## src/rtl/le_cmd_queue.sv

```systemverilog
// Line-engine command queue: CPU stores fill shadow registers, "go" pushes a
// snapshot into a circular FIFO, and a replay FSM strobes each entry to the engine.
module le_cmd_queue #(
  parameter int DEPTH = 4
) (
  input  logic        clk,
  input  logic        rst,
  input  logic        cpu_wr_en,
  input  logic [2:0]  cpu_addr,
  input  logic [31:0] cpu_wdata,
  output logic [31:0] cpu_status,
  output logic        cpu_full,
  input  logic        LE_ready,
  output logic [31:0] LE_color,
  output logic [9:0]  LE_point,
  output logic        LE_color_valid,
  output logic        LE_x0_valid,
  output logic        LE_y0_valid,
  output logic        LE_x1_valid,
  output logic        LE_y1_valid,
  output logic        LE_trigger
);
  localparam int          AW       = $clog2(DEPTH);
  localparam logic [AW:0] FULL_CNT = (AW+1)'(DEPTH);

  typedef struct packed {
    logic [31:0] color;
    logic [9:0]  x0;
    logic [9:0]  y0;
    logic [9:0]  x1;
    logic [9:0]  y1;
  } entry_t;

  typedef enum logic [2:0] {
    ST_IDLE, ST_COLOR, ST_X0, ST_Y0, ST_X1, ST_Y1, ST_TRIG, ST_WAIT
  } state_t;

  entry_t        mem_r [DEPTH];
  logic [31:0]   sh_color_r;
  logic [9:0]    sh_x0_r, sh_y0_r, sh_x1_r, sh_y1_r;
  logic [AW-1:0] wr_ptr_r, rd_ptr_r;
  logic [AW:0]   count_r;
  logic          ovf_r;
  state_t        state_r, state_nx_s;
  logic          wait_hold_r;

  logic          go_s, clr_s, full_s, empty_s, pop_s, push_s, ovf_evt_s;
  entry_t        head_s;
  logic [5:0]    strobe_nx_s;
  logic [9:0]    point_nx_s;
  logic [31:0]   color_nx_s;

  // A pop frees a slot on the same edge, so a push into a full queue still lands.
  assign go_s      = cpu_wr_en && (cpu_addr == 3'd5);
  assign clr_s     = cpu_wr_en && (cpu_addr == 3'd6);
  assign full_s    = (count_r == FULL_CNT);
  assign empty_s   = (count_r == '0);
  assign pop_s     = (state_r == ST_TRIG);
  assign push_s    = go_s && (!full_s || pop_s);
  assign ovf_evt_s = go_s && full_s && !pop_s;
  assign head_s    = mem_r[rd_ptr_r];
  assign cpu_full  = full_s;

  // Status word assembled from registered count and flags.
  always_comb begin
    cpu_status           = 32'h0000_0000;
    cpu_status[31]       = ovf_r;
    cpu_status[AW+1]     = full_s;
    cpu_status[AW]       = empty_s;
    cpu_status[AW-1:0]   = count_r[AW-1:0];
  end

  // Shadow registers capture CPU stores and persist across pushes.
  always_ff @(posedge clk) begin
    if (rst) begin
      sh_color_r <= 32'h0000_0000;
      sh_x0_r    <= 10'd0;
      sh_y0_r    <= 10'd0;
      sh_x1_r    <= 10'd0;
      sh_y1_r    <= 10'd0;
    end else if (cpu_wr_en) begin
      case (cpu_addr)
        3'd0:    sh_color_r <= cpu_wdata;
        3'd1:    sh_x0_r    <= cpu_wdata[9:0];
        3'd2:    sh_y0_r    <= cpu_wdata[9:0];
        3'd3:    sh_x1_r    <= cpu_wdata[9:0];
        3'd4:    sh_y1_r    <= cpu_wdata[9:0];
        default: ;
      endcase
    end
  end

  // Entry storage, written with the pre-store shadow snapshot.
  always_ff @(posedge clk) begin
    if (push_s && !rst) begin
      mem_r[wr_ptr_r] <= '{color: sh_color_r, x0: sh_x0_r, y0: sh_y0_r,
                           x1: sh_x1_r, y1: sh_y1_r};
    end
  end

  // Pointers, occupancy and sticky overflow.
  always_ff @(posedge clk) begin
    if (rst) begin
      wr_ptr_r <= '0;
      rd_ptr_r <= '0;
      count_r  <= '0;
      ovf_r    <= 1'b0;
    end else begin
      if (push_s) wr_ptr_r <= wr_ptr_r + AW'(1);
      if (pop_s)  rd_ptr_r <= rd_ptr_r + AW'(1);
      case ({push_s, pop_s})
        2'b10:   count_r <= count_r + (AW+1)'(1);
        2'b01:   count_r <= count_r - (AW+1)'(1);
        default: count_r <= count_r;
      endcase
      ovf_r <= ovf_evt_s || (ovf_r && !clr_s);
    end
  end

  // Replay state register; wait_hold_r marks the first WAIT cycle after a trigger.
  always_ff @(posedge clk) begin
    if (rst) begin
      state_r     <= ST_IDLE;
      wait_hold_r <= 1'b0;
    end else begin
      state_r     <= state_nx_s;
      wait_hold_r <= (state_r == ST_TRIG);
    end
  end

  // Replay next state.
  always_comb begin
    state_nx_s = state_r;
    case (state_r)
      ST_IDLE:  if (!empty_s && LE_ready) state_nx_s = ST_COLOR;
      ST_COLOR: if (LE_ready) state_nx_s = ST_X0;
      ST_X0:    if (LE_ready) state_nx_s = ST_Y0;
      ST_Y0:    if (LE_ready) state_nx_s = ST_X1;
      ST_X1:    if (LE_ready) state_nx_s = ST_Y1;
      ST_Y1:    if (LE_ready) state_nx_s = ST_TRIG;
      ST_TRIG:  state_nx_s = ST_WAIT;
      ST_WAIT:  if (!wait_hold_r && LE_ready) state_nx_s = ST_IDLE;
      default:  state_nx_s = ST_IDLE;
    endcase
  end

  // Strobes fire on entry to a state, so they are registered yet meet entry latency.
  always_comb begin
    strobe_nx_s = 6'b00_0000;
    point_nx_s  = 10'd0;
    color_nx_s  = LE_color;
    if (state_nx_s != state_r) begin
      case (state_nx_s)
        ST_COLOR: strobe_nx_s = 6'b00_0001;
        ST_X0:    strobe_nx_s = 6'b00_0010;
        ST_Y0:    strobe_nx_s = 6'b00_0100;
        ST_X1:    strobe_nx_s = 6'b00_1000;
        ST_Y1:    strobe_nx_s = 6'b01_0000;
        ST_TRIG:  strobe_nx_s = 6'b10_0000;
        default:  strobe_nx_s = 6'b00_0000;
      endcase
    end else begin
      strobe_nx_s = 6'b00_0000;
    end
    case (state_nx_s)
      ST_COLOR: color_nx_s = head_s.color;
      ST_X0:    point_nx_s = head_s.x0;
      ST_Y0:    point_nx_s = head_s.y0;
      ST_X1:    point_nx_s = head_s.x1;
      ST_Y1:    point_nx_s = head_s.y1;
      default:  point_nx_s = 10'd0;
    endcase
  end

  // Registered engine outputs.
  always_ff @(posedge clk) begin
    if (rst) begin
      LE_color       <= 32'h0000_0000;
      LE_point       <= 10'd0;
      LE_color_valid <= 1'b0;
      LE_x0_valid    <= 1'b0;
      LE_y0_valid    <= 1'b0;
      LE_x1_valid    <= 1'b0;
      LE_y1_valid    <= 1'b0;
      LE_trigger     <= 1'b0;
    end else begin
      LE_color       <= color_nx_s;
      LE_point       <= point_nx_s;
      LE_color_valid <= strobe_nx_s[0];
      LE_x0_valid    <= strobe_nx_s[1];
      LE_y0_valid    <= strobe_nx_s[2];
      LE_x1_valid    <= strobe_nx_s[3];
      LE_y1_valid    <= strobe_nx_s[4];
      LE_trigger     <= strobe_nx_s[5];
    end
  end

endmodule

```

## config.mk

```make
export PLATFORM = sky130hd
export DESIGN_NAME = le_cmd_queue
export DESIGN_NICKNAME = d
export VERILOG_FILES = /design/src/rtl/le_cmd_queue.sv
export SDC_FILE = /design/constraint.sdc
export NUM_CORES = 1
export LEC_CHECK = 0
export ABC_AREA = 1
export CAP_MARGIN = 10
export CORE_AREA = 2 2 246 248
export DETAILED_ROUTE_END_ITERATION = 12
export DIE_AREA = 0 0 248 250
export DONT_BUFFER_PORTS = 1
export PLACE_DENSITY = 0.48
export SLEW_MARGIN = 10
export SYNTH_ARGS = -nofsm -noshare
export SYNTH_HDL_FRONTEND = slang
export SYNTH_SLANG_ARGS = --single-unit
```

## constraint.sdc

```tcl
create_clock -name clk -period 5.1 [get_ports clk]
set_input_delay 0 -clock clk [delete_from_list [all_inputs] [get_ports clk]]
set_output_delay 0 -clock clk [all_outputs]
set_load 0.02 [all_outputs]
```

==> run metrics, run 1 <==
outcome=finished clean; root buf cell=clkbuf_16; nets@finish=1570; Final TNS setup=0 ps; Post-DRT Antenna Nets=0; Max-slew headroom=0.278; critical-path maximum fanout=25; remaining global-route overflow=0; Min-Delay Path Depth=4; Area Overhead vs Synth=14.5%; Layout Skew=16.7 ps; gpl congestion=0.730; Setup Buffers After CTS=0; drt drc=0; H-Tree Depth=2; WP data required=5300 ps; Critical Path AT=3510 ps; CP endpoint kind=register; Final min period=3310 ps; Pwr Total=8.26 mW; final setup fails=0; Async S/R FF share, synth=0; max-slew violations=0; Pre-antenna DRT Iters=7; Port Buffers=0; clock slew at reported path FFs=60 ps; dpl cells=2221; Std-Cell Rows=90; Synth Warn #=0; multi-input combinational cell area=4280 sq um; Starting Density=0.276; antenna violations before repair=2; I/O Pins=120; die width=248 um; most common cell after layout, fill and taps aside=nor2_1; Core Box Area=59600 sq um; Final period util=0.649; r2r worst-path depth=10; vias in the first global route=10600; n_diodes=0; Post-synth top flop=edfxtp_1; drt total wl=43600 um; total power density per cell area=438 nW/um^2; Max Cap Viol=0; number of enable flip-flop cells after synthesis=288; Fillers=5958; CP Launch Type=primary input; CTS sink cnt=422; cells resized by post-CTS repair=0; RSZ-0062 raised after global routing=no; all-layer global routing usage=0.140; register area=11300 sq um; most frequent cells in the layout=373 x nor2_1, 288 x edfxtp_1, 233 x o21ai_0, 133 x dfxtp_1, 114 x nand2_1; Fmax=302 MHz; die area=62000 sq um; Iter 0 DRT Violations=874; synthesized netlist cell count=1518; wire per inst=18.6 um; DR vias=10800; Final Hold Viols=0; Unique masters post-synth=33; Via density=4.61; Max clock buf depth=3; Post-DP HPWL=23800 um; maximum VDD drop=0.239 mV; layout cells sized above 1=0.0705; hold_sp=LE_ready; #FFs+latches synth=422; Post-Place Setup Slack=2090 ps; CTS tree=yes; hold endpoint=LE_y1_valid; final worst slack=1790 ps; Die Ht=250 um; design area=18800 sq um; fin cells=2343; RR Endpoint=LE_color[22]; critical path class=in2reg; mapped cell area=16500 sq um; later-pin clock latency in the skew report=550 ps; worst hold margin=11.3 ps; first-pass GRT wire length=66600 um; Leakage=6.70 nW; syn_area_per_cell=10.8 sq um; worst slew pin tran=1080 ps; Reg2Reg Setup Slack=1860 ps; Seq/Total Area, Yosys=0.689; total CTS buffers=45; worst min path class=in2reg; Placed Area=17000 sq um; largest net degree at the start of global routing=98; Hold Buf Count CTS=40; FF-to-FF Start=state_r[0]; Post-Route Utilization=0.316
## critical path: stages
cell           delay, ps
dlygate4sd3_1        550
inv_1                 70
nand2_1               70
dlygate4sd3_1        560
nor2_1               400
inv_1                190
nor2_4               200
nand2_1              250
nor2_4               690
buf_4                480
## final cells by class
| type | instances | area share |
|---|---|---|
| tap | 782 | 0.0520 |
| timing repair buffer | 58 | 0.0303 |
| clock buffer | 68 | 0.0693 |
| sequential | 422 | 0.602 |
| multi-input combinational | 936 | 0.227 |
| clock inverter | 14 | 0.00664 |
| inverter | 63 | 0.0128 |
## power by group
| group | leakage, nW | switching [mW] | internal [mW] |
|---|---|---|---|
| combinational | 2.27 | 0.674 | 0.235 |
| clock | 0.697 | 1.31 | 1.87 |
| sequential | 3.73 | 0.345 | 3.82 |
| total | 6.70 | 2.33 | 5.93 |
## cell usage after synthesis, types with 2 or more instances
cell type,instances,area (sq um)
nor2_1,378,1420
edfxtp_1,288,8650
o21ai_0,233,1170
dfxtp_1,134,2680
nand2_1,114,428
inv_1,52,195
a21oi_1,49,245
nand4_1,46,288
buf_4,41,308
clkbuf_1,40,150
buf_2,28,140
nand3_1,27,135
o21ai_1,26,130
o22ai_1,15,93.8
buf_6,11,124
inv_2,6,22.5
ha_1,4,50.1
clkbuf_2,3,15.0
clkinv_1,3,11.3
nand3_2,3,30.0
inv_4,2,12.5
nand2_2,2,12.5
nand2_4,2,22.5
nor2_4,2,22.5
## registers in the layout (all words and copies together) (netlist names), named ones only
| signal | cells |
|---|---|
| LE_color | 32 |
| LE_color_valid | 1 |
| LE_point | 10 |
| LE_trigger | 1 |
| LE_x0_valid | 1 |
| LE_x1_valid | 1 |
| LE_y0_valid | 1 |
| LE_y1_valid | 1 |
| count_r | 3 |
| mem_r | 288 |
| ovf_r | 1 |
| rd_ptr_r | 2 |
| sh_color_r | 32 |
| sh_x0_r | 10 |
| sh_x1_r | 10 |
| sh_y0_r | 10 |
| sh_y1_r | 10 |
| state_r | 3 |
| wait_hold_r | 1 |
| wr_ptr_r | 2 |
## layer usage
metal | share of wire | GRT usage | vias up
met5 | 0 | 0 | -
met4 | 0.017 | 0.0328 | 0
met3 | 0.046 | 0.0219 | 54
met2 | 0.48 | 0.228 | 251
met1 | 0.46 | 0.195 | 5325
li1 | - | - | 5182
## kinds of logic (layout without fill, tap and decap cells)
kind of cell | Yosys count | after routing | share of synthesized area
XOR/XNOR | 1 | 1 | 0.000532
flip-flops | 422 | 422 | 0.689
other | 1 | 27 | 0.000228
adder cells (fa/ha/maj) | 5 | 5 | 0.00426
buffers and inverters | 186 | 203 | 0.0595
AO/OA/AOI/OAI | 325 | 325 | 0.101
AND/OR/NAND/NOR | 578 | 578 | 0.146
## worst max path at each step
stage	start	to	slack, ps	depth (start not counted)
2_1_floorplan	state_r[1]	mem_r[0][0]	600	7
3_3_place_gp	state_r[1]	mem_r[3][63]	2160	7
3_5_place_dp	state_r[1]	mem_r[3][66]	2090	7
4_1_cts	cpu_addr[1]	mem_r[3][52]	1750	10
5_1_grt	cpu_addr[1]	mem_r[3][61]	1530	10
6_report	cpu_addr[1]	mem_r[3][12]	1790	10
Note: power is estimated with default switching activity, not from simulation.
==> run 2, diff against run 1 <==
--- a/config.mk
+++ b/config.mk
@@ -5,11 +5,11 @@
 export SDC_FILE = /design/constraint.sdc
 export NUM_CORES = 1
 export LEC_CHECK = 0
-export ABC_AREA = 1
+export ABC_AREA = 0
 export CAP_MARGIN = 10
-export CORE_AREA = 2 2 246 248
+export CORE_AREA = 2 2 241 243
 export DETAILED_ROUTE_END_ITERATION = 12
-export DIE_AREA = 0 0 248 250
+export DIE_AREA = 0 0 243 245
 export DONT_BUFFER_PORTS = 1
 export PLACE_DENSITY = 0.48
 export SLEW_MARGIN = 10
==> constraint.sdc (replaced) <==
create_clock -name clk -period 3.1 [get_ports clk]
set_input_delay 0 -clock clk [delete_from_list [all_inputs] [get_ports clk]]
set_output_delay 0 -clock clk [all_outputs]
set_load 0.02 [all_outputs]
==> run 2 against run 1 <==
Against the previous run: synthesized cell count shrank 32%; routed wire length shrank 9.0%; clock skew grew 10 ps; sequential share of layout area shrank 0.52 points; cell area grew 0.91%.
==> run metrics, run 2 <==
most frequent cell after synthesis=edfxtp_1; layout cells sized above 1=0.165; CP endpoint kind=register; drt total wl=39600 um; Core Box Area=57000 sq um; top flop regs=mem_r (288), LE_color (32), sh_color_r (32); Critical Path AT=3250 ps; Final min period=2740 ps; Async S/R FF share, synth=0; all-layer global routing usage=0.133; Post-synth top flop=edfxtp_1; later-pin clock latency in the skew report=570 ps; max-slew violations=0; Reg with most FFs=mem_r; area leader, netlist=edfxtp_1; Final Hold Viols=0; Area Overhead vs Synth=20.0%; Final period util=0.882; I/O Pins=120; synthesized netlist cell count=1032; DR vias=8750; Seq/Total Area, Yosys=0.716; die width=243 um; cells resized by post-CTS repair=0; antenna violations before repair=1; first-pass GRT wire length=58700 um; total power density per cell area=631 nW/um^2; WP data required=3620 ps; Layout Skew=26.8 ps; Port Buffers=0; Starting Density=0.278; critical-path maximum fanout=18; mux share of post-synthesis cell area=0.106; mapped cell area=15800 sq um; critical path class=in2reg; CTS sink cnt=422; drt drc=0; synth cell count leaders=288 x edfxtp_1, 149 x nand2_1, 134 x dfxtp_1, 121 x a21oi_1, 67 x mux4_2; Pre-antenna DRT Iters=5; Largest register FFs=288; Post-DRT Antenna Nets=0; Fillers=5543; nets@finish=1159; Setup Buffers After CTS=0; largest net degree at the start of global routing=124; XOR/XNOR Fraction of Synth Area=0.00277; CP Launch Type=primary input; Synth Area in Simple Gates=0.0698; #FFs+latches synth=422; die area=59500 sq um; Max-slew headroom=0.259; worst min path class=in2reg; Pwr Total=12.0 mW; largest family of logic cells by synthesized area=multiplexers; Unique masters post-synth=54; root buf cell=clkbuf_16; total CTS buffers=47; wire per inst=20.6 um; Post-DP HPWL=22900 um; post-synthesis compound-gate area fraction=0.0647; Synth Warn #=0; H-Tree Depth=2; Max clock buf depth=3; final setup fails=0; Synth Area in Adders=0.00442; area share of the leading cell type in the synthesized netlist=0.546; syn_area_per_cell=15.3 sq um; Via density=4.56; most common cell after layout, fill and taps aside=edfxtp_1; worst slew pin tran=1110 ps; Leakage=5.85 nW; most frequent cells in the layout=288 x edfxtp_1, 148 x nand2_1, 132 x dfxtp_1, 121 x a21oi_1, 68 x dlygate4sd3_1; Fmax=366 MHz; outcome=finished clean; number of enable flip-flop cells after synthesis=288; gpl congestion=0.684; Final TNS setup=0 ps; clock slew at reported path FFs=60 ps; RSZ-0062 raised after global routing=no; Die Ht=245 um; Std-Cell Rows=88; Max Cap Viol=0; Hold Buf Count CTS=69; maximum VDD drop=0.367 mV; remaining global-route overflow=0; most area-consuming cells after synthesis=edfxtp_1 55%, dfxtp_1 17%, mux4_2 9.5%; CTS tree=yes; Iter 0 DRT Violations=657; vias in the first global route=8780
[run 2: stage by stage]
step	setup slack (ps)	cell area, sq um	utilization	hold WS [ps]	instances
after detailed placement	604	16700	0.293	94.7	1762
after global placement	679	16700	0.293	92.0	1762
after CTS	406	19000	0.333	50.1	1918
after floorplan	601	15900	-	136	1058
after global routing	206	19000	0.333	81.0	1919
final	365	19000	0.333	84.4	1920
[run 2: power breakdown]
part	leakage [nW]	internal (mW)	total [mW]	switching, mW
clock network	0.754	3.31	5.54	2.23
registers	3.73	6.03	6.11	0.0780
logic	1.36	0.114	0.335	0.221
total	5.85	9.45	12.0	2.53
[run 2: cell type report]
class / count / area [sq um] / area share
Inverter: 5 / 18.8 / 0.000988
Clock inverter: 17 / 184 / 0.00968
Antenna cell: 2 / 5.00 / 0.000263
Tap cell: 765 / 957 / 0.0504
Clock buffer: 70 / 1370 / 0.0719
Multi-Input combinational cell: 539 / 4050 / 0.213
Sequential cell: 422 / 11300 / 0.597
Timing Repair Buffer: 100 / 1080 / 0.0568
[run 2: cells by family after synthesis]
family,Yosys count
AO/OA/AOI/OAI,184
AND/OR/NAND/NOR,242
other,1
multiplexers,76
XOR/XNOR,5
adder cells (fa/ha/maj),5
buffers and inverters,97
flip-flops,422
[run 2: worst paths after layout]
| path | start | end | slack, ps | depth (start not counted) |
|---|---|---|---|---|
| hold reg to reg | sh_y1_r[7] | mem_r[0][7] | 490 | 0 |
| hold / removal | cpu_addr[1] | count_r[1] | 80 | 4 |
| setup / recovery | cpu_addr[0] | sh_color_r[15] | 360 | 8 |
| setup reg to reg | count_r[0] | LE_color[14] | 590 | 7 |
[run 2: critical path, stage by stage]
cell	delay [ps]
dlygate4sd3_1	640
nand2b_1	260
nor3_4	640
buf_4	360
nand2_1	80
dlygate4sd3_1	560
a21oi_1	140
dlygate4sd3_1	560
[run 2: per-layer routing]
layer / vias up / share of wire / GRT usage
li1: 4008 / - / -
met1: 4450 / 0.41 / 0.168
met2: 224 / 0.51 / 0.226
met3: 68 / 0.055 / 0.0289
met4: 0 / 0.024 / 0.0446
met5: - / 0 / 0
